[src/rtl/adma_as_atx_burst_gen.sv]
// Boundary-aware AXI burst generator for the ADMA address path.
// Accepts one DMA transaction, snapshots the burst CSRs, and emits a sequence
// of matched AR/AW bursts limited by CSR length, AxLEN range, the FIXED-burst
// beat limit and the AXI address boundary on each side.
module adma_as_atx_burst_gen #(
  parameter int DMA_CHN_NUM   = 4,
  parameter int DMA_LENGTH_W  = 16,
  parameter int SRC_ADDR_W    = 32,
  parameter int DST_ADDR_W    = 32,
  parameter int MST_ID_W      = 5,
  parameter int ATX_LEN_W     = 8,
  parameter int DATA_W        = 32,
  parameter int BOUND_W       = 12,
  parameter int DMA_CHN_NUM_W = $clog2(DMA_CHN_NUM)
) (
  input  logic                     clk,
  input  logic                     rst,
  input  logic [DMA_CHN_NUM_W-1:0] tx_chn_id,
  input  logic [SRC_ADDR_W-1:0]    tx_src_addr,
  input  logic [DST_ADDR_W-1:0]    tx_dst_addr,
  input  logic [DMA_LENGTH_W-1:0]  tx_len,
  input  logic                     tx_vld,
  output logic                     tx_rdy,
  input  logic [MST_ID_W-1:0]      atx_id,
  input  logic [1:0]               atx_src_burst,
  input  logic [1:0]               atx_dst_burst,
  input  logic [DMA_LENGTH_W-1:0]  atx_wd_per_burst,
  output logic [MST_ID_W-1:0]      arid,
  output logic [SRC_ADDR_W-1:0]    araddr,
  output logic [ATX_LEN_W-1:0]     arlen,
  output logic [1:0]               arburst,
  output logic [MST_ID_W-1:0]      awid,
  output logic [DST_ADDR_W-1:0]    awaddr,
  output logic [ATX_LEN_W-1:0]     awlen,
  output logic [1:0]               awburst,
  output logic [DMA_CHN_NUM_W-1:0] atx_chn_id,
  output logic                     atx_vld,
  input  logic                     atx_rdy,
  output logic                     atx_start,
  output logic                     atx_start_last,
  output logic                     busy
);

  localparam int BYTES = DATA_W / 8;
  localparam int BSH   = $clog2(BYTES);
  localparam int RW    = DMA_LENGTH_W + 1;
  localparam int CW    = RW + BOUND_W + ATX_LEN_W + 1;
  localparam logic [CW-1:0] LEN_MAX = CW'(1) << ATX_LEN_W;
  localparam logic [CW-1:0] FIX_MAX = CW'(16);
  localparam logic [CW-1:0] BOUND   = CW'(1) << BOUND_W;

  typedef enum logic [1:0] {S_IDLE, S_CALC, S_ISSUE} state_t;

  state_t                   state_q, state_d;
  logic [DMA_CHN_NUM_W-1:0] chn_id_q, chn_id_d;
  logic [SRC_ADDR_W-1:0]    src_addr_q, src_addr_d;
  logic [DST_ADDR_W-1:0]    dst_addr_q, dst_addr_d;
  logic [RW-1:0]            rem_q, rem_d;
  logic [RW-1:0]            cap_q, cap_d;
  logic [MST_ID_W-1:0]      id_q, id_d;
  logic                     src_incr_q, src_incr_d;
  logic                     dst_incr_q, dst_incr_d;
  logic [CW-1:0]            n_q, n_d;
  logic                     last_q, last_d;
  logic [ATX_LEN_W-1:0]     len_q, len_d;
  logic [SRC_ADDR_W-1:0]    araddr_q, araddr_d;
  logic [DST_ADDR_W-1:0]    awaddr_q, awaddr_d;

  logic [CW-1:0] n_calc, src_bnd, dst_bnd;

  // Burst word count: minimum of every limit that applies to the current burst.
  always_comb begin
    src_bnd = (BOUND - CW'(src_addr_q[BOUND_W-1:0])) >> BSH;
    dst_bnd = (BOUND - CW'(dst_addr_q[BOUND_W-1:0])) >> BSH;
    n_calc  = CW'(rem_q);
    if (CW'(cap_q) < n_calc) n_calc = CW'(cap_q);
    if (LEN_MAX < n_calc) n_calc = LEN_MAX;
    if (!(src_incr_q && dst_incr_q) && (FIX_MAX < n_calc)) n_calc = FIX_MAX;
    if (src_incr_q && (src_bnd < n_calc)) n_calc = src_bnd;
    if (dst_incr_q && (dst_bnd < n_calc)) n_calc = dst_bnd;
  end

  // Next-state and datapath updates for accept / compute / issue.
  always_comb begin
    state_d    = state_q;
    chn_id_d   = chn_id_q;
    src_addr_d = src_addr_q;
    dst_addr_d = dst_addr_q;
    rem_d      = rem_q;
    cap_d      = cap_q;
    id_d       = id_q;
    src_incr_d = src_incr_q;
    dst_incr_d = dst_incr_q;
    n_d        = n_q;
    last_d     = last_q;
    len_d      = len_q;
    araddr_d   = araddr_q;
    awaddr_d   = awaddr_q;
    unique case (state_q)
      S_IDLE: begin
        if (tx_vld) begin
          chn_id_d   = tx_chn_id;
          src_addr_d = tx_src_addr;
          dst_addr_d = tx_dst_addr;
          rem_d      = RW'(tx_len) + RW'(1);
          cap_d      = RW'(atx_wd_per_burst) + RW'(1);
          id_d       = atx_id;
          // Anything other than INCR, including reserved codes, behaves as FIXED.
          src_incr_d = (atx_src_burst == 2'b01);
          dst_incr_d = (atx_dst_burst == 2'b01);
          state_d    = S_CALC;
        end
      end
      S_CALC: begin
        n_d      = n_calc;
        len_d    = ATX_LEN_W'(n_calc - CW'(1));
        last_d   = (CW'(rem_q) == n_calc);
        araddr_d = src_addr_q;
        awaddr_d = dst_addr_q;
        state_d  = S_ISSUE;
      end
      S_ISSUE: begin
        if (atx_rdy) begin
          rem_d = rem_q - RW'(n_q);
          if (src_incr_q) src_addr_d = src_addr_q + (SRC_ADDR_W'(n_q) << BSH);
          if (dst_incr_q) dst_addr_d = dst_addr_q + (DST_ADDR_W'(n_q) << BSH);
          state_d = last_q ? S_IDLE : S_CALC;
        end
      end
      default: state_d = S_IDLE;
    endcase
  end

  // State and datapath registers with synchronous reset.
  always_ff @(posedge clk) begin
    if (rst) begin
      state_q    <= S_IDLE;
      chn_id_q   <= '0;
      src_addr_q <= '0;
      dst_addr_q <= '0;
      rem_q      <= '0;
      cap_q      <= '0;
      id_q       <= '0;
      src_incr_q <= 1'b0;
      dst_incr_q <= 1'b0;
      n_q        <= '0;
      last_q     <= 1'b0;
      len_q      <= '0;
      araddr_q   <= '0;
      awaddr_q   <= '0;
    end else begin
      state_q    <= state_d;
      chn_id_q   <= chn_id_d;
      src_addr_q <= src_addr_d;
      dst_addr_q <= dst_addr_d;
      rem_q      <= rem_d;
      cap_q      <= cap_d;
      id_q       <= id_d;
      src_incr_q <= src_incr_d;
      dst_incr_q <= dst_incr_d;
      n_q        <= n_d;
      last_q     <= last_d;
      len_q      <= len_d;
      araddr_q   <= araddr_d;
      awaddr_q   <= awaddr_d;
    end
  end

  // Output decode.
  always_comb begin
    tx_rdy         = (state_q == S_IDLE) && !rst;
    busy           = (state_q != S_IDLE);
    atx_vld        = (state_q == S_ISSUE);
    atx_start      = atx_vld && atx_rdy;
    atx_start_last = atx_start && last_q;
    atx_chn_id     = chn_id_q;
    arid           = id_q;
    awid           = id_q;
    araddr         = araddr_q;
    awaddr         = awaddr_q;
    arlen          = len_q;
    awlen          = len_q;
    arburst        = {1'b0, src_incr_q};
    awburst        = {1'b0, dst_incr_q};
  end

endmodule
[config.mk]
export PLATFORM = sky130hd
export DESIGN_NAME = adma_as_atx_burst_gen
export DESIGN_NICKNAME = d
export VERILOG_FILES = /design/src/rtl/adma_as_atx_burst_gen.sv
export SDC_FILE = /design/constraint.sdc
export NUM_CORES = 1
export LEC_CHECK = 0
export ABC_CLOCK_PERIOD_IN_PS = 7000
export BUFFER_PORTS_ARGS = -buffer_cell sky130_fd_sc_hd__buf_4
export CAP_MARGIN = 30
export CORE_MARGIN = 4
export CORE_UTILIZATION = 52
export DETAILED_ROUTE_END_ITERATION = 6
export PLACE_DENSITY_LB_ADDON = 0.05
export SLEW_MARGIN = 20
export SYNTH_ARGS = -nofsm -noshare
export SYNTH_HDL_FRONTEND = slang
export SYNTH_SLANG_ARGS = --single-unit
[constraint.sdc]
create_clock -name clk -period 7 [get_ports clk]
set_input_delay 1.05 -clock clk [delete_from_list [all_inputs] [get_ports clk]]
set_output_delay 1.05 -clock clk [all_outputs]
set_load 0.01 [all_outputs]
==> results by group <==
Outcome
  • Status: finished, final reports clean

Worst setup path
  • Worst Setup End Kind: register
  • CP delay by family, top: compound AO/OA/AOI/OAI gates
  • Crit path buf inv count: 6
  • Setup crit start kind: register
  • Worst EP arrival: 7070 ps
  • Max stage delay cell, worst path: or4_4
  • Largest stage delay on the critical path: 620 ps
  • WP data required: 7330 ps
  • Critical Path Fanout Max: 7
  • CP Class: reg -> reg

Logic synthesis
  • Number of synthesized register bits: 199
  • Netlist cell types: 81
  • Predominant post-synthesis flop cell: dfxtp_1
  • Synth area leader: dfxtp_1
  • Post-synthesis sequential area ratio: 0.3084
  • Top post-synthesis cells by area: dfxtp_1, ha_1, nand2_1, a21oi_1, nor2_1
  • Yosys top cell area share: 0.3084
  • Synth warn: 0
  • Async SR Flop Fraction: 0
  • EDFF count, synth: 0
  • Mapped Area: 12920 sq um
  • Mapped Cells: 1716
  • Syn_area_per_cell: 7.528 sq um

Routing
  • DRC viols: 0
  • Initial DRC count: 1036
  • Final wirelength: 43290 um
  • Vias: 13320
  • DR pass1 iterations: 5
  • DR vias/cell: 5.883
  • Wire length per cell: 19.12 um
  • DRT antenna net count: 0

Placement
  • Port bufs: 209
  • Detailed placer's ending HPWL: 31760 um
  • Dpl cells: 2220
  • Post-Place Worst Slack: 0.8216 ps
  • Final GP Congestion: 0.9387

Power and ir drop
  • Overall Power: 0.003544 W
  • Pint: 0.002230 W
  • Sequential share of power: 0.370
  • VDD IR max: 0.1687 mV
  • Switching pwr: 0.001314 W
  • Sw frac: 0.3708
  • Power share of the combinational group: 0.345
  • Clock share of power: 0.285
  • Power Density: 220.1 nW/um^2
  • Pleak: 6.579 nW

CTS
  • Clock Tree Buf Depth: 2
  • Clk sinks: 199
  • CTS tree: done
  • Max H-tree Level: 4
  • CTS buffer count: 17
  • # hold bufs at CTS: 0
  • Clk slew on worst S/H paths: 80 ps
  • Skew-Pair Late Insertion Delay: 440 ps
  • CTS root buf: clkbuf_16

Die
  • Die area: 27430 sq um
  • Initial core utilization: 0.5297
  • Rows: 57
  • Ports: 212
  • Core area: 24390 sq um
  • Die X: 165.6 um
  • Die Ht: 165.6 um

Global routing
  • First-pass GRT wire length: 67300 um
  • Pin count of the biggest net entering global routing: 100
  • Number of global-route vias before repair: 12450
  • Grt ovf: 0
  • GRT Util Overall: 0.2963
  • Initial antenna violation count: 0

Finish
  • Layout area overhead: 24.63%
  • Most common cell after layout, fill and taps aside: buf_4
  • Antenna cells: 0
  • Fillers: 2202
  • Layout cells sized above 1: 0.2149
  • Most frequent cells in the layout: buf_4, nand2_1, dfxtp_1, a21oi_1, nor2_1
  • Final net count: 2131
  • Fin cells: 2264

STA
  • Fin crit period: 6735 ps
  • Fmax: 148.5 MHz
  • Rel. slew slack: 0.3725
  • Count of pins over their slew limit: 0
  • Setup ws final: 264.7 ps
  • Setup TNS Final: 0 ps
  • Final setup vio count: 0
  • Final Cycle Share: 0.9622
  • Final hold viol count: 0
  • Final hold slack: 456.9 ps
  • Clock Skews: 17.37 ps
  • Worst slew pin tran: 939.3 ps

Min path
  • Hold Path Class: reg -> reg

Run
  • Max-cap violations: 0
[registers in the layout, indices dropped and copies added (netlist names), 2 cells and up]
signal	count
arlen	8
state_q	2
araddr	32
cap_q	17
arid	5
atx_chn_id	2
awaddr	32
dst_addr_q	32
rem_q	17
n_q	17
src_addr_q	32
[cell usage after synthesis (45+ instances only)]
cell type	count
o21ai_0	66
ha_1	89
nand2_1	291
xnor2_1	55
nand3_1	45
nor3_1	46
dfxtp_1	199
clkbuf_1	86
nor2_1	162
a21oi_1	169
a211oi_1	58
inv_1	73
[power groups by stage]
stage	Sequential [W]	Combinational (W)	Clock, W
3_3_place_gp	0.00133	0.00109	0
3_5_place_dp	0.00133	0.00110	0
5_1_grt	0.00132	0.00133	0.00107
2_1_floorplan	0.00131	0.000716	0
4_1_cts	0.00131	0.00111	0.00103
6_report	0.00131	0.00122	0.00101
[worst reg2reg max path: cells and delay by family, from the launching register on]
kind	cells	cell delay [ps]
DFF	1	350
and+or+nand+nor	9	2080
muxes	1	220
AOI/OAI and AO/OA	12	2170
adders and majority gates	3	880
xor gates and xnor gates	1	190
buffers and inverters	6	730
[worst paths after layout]
check / start / to / slack [ps] / cells past startpoint
max reg2reg: rem_q[7] / arlen[5] / 260 / 32
min reg2reg: awaddr[16] / awaddr[16] / 460 / 2
max: rem_q[7] / arlen[5] / 260 / 32
min: awaddr[16] / awaddr[16] / 460 / 2
[layout make-up]
class,instances,area (sq um),share of cell area
clock buffers,17,425.4,0.02642
clock inverters,14,178.9,0.01111
inverters,73,274.0,0.01702
multi-input cells,1334,8456,0.5252
flip-flops and latches,199,3993,0.2480
well taps,324,405.4,0.02518
repair buffers,303,2369,0.1471
[layer usage]
metal | vias to the layer above | wire (um) | GRT usage
met5 | - | 0 | 0
met1 | 6243 | 18410 | 0.3907
li1 | 6476 | - | -
met3 | 90 | 3341 | 0.06101
met4 | 0 | 1511 | 0.1040
met2 | 511 | 20030 | 0.4844
[logic make-up (layout without fill, tap and decap cells)]
family	Yosys count	in the layout	synth area share
adders and majority gates	92	92	0.09085
xor gates and xnor gates	85	85	0.05763
muxes	16	16	0.01327
other	2	4	0.0005813
AOI/OAI and AO/OA	465	465	0.2354
and+or+nand+nor	672	672	0.2324
buffers and inverters	185	407	0.06160
DFF	199	199	0.3084
[timing repair]
action	in CTS	in global routing
buffers inserted	0	10
cloned	0	1
gates resized for setup	2	59
pin swaps	0	25
endpoints found under the setup margin	5	15
[through the flow]
step / util / instance area (sq um)
after floorplan: - / 12960
after global placement: 0.6175 / 15060
after detailed placement: 0.6175 / 15060
after CTS: 0.6427 / 15680
after global routing: 0.6601 / 16100
final: 0.6601 / 16100
No activity file was read; power rests on OpenSTA's default activity.
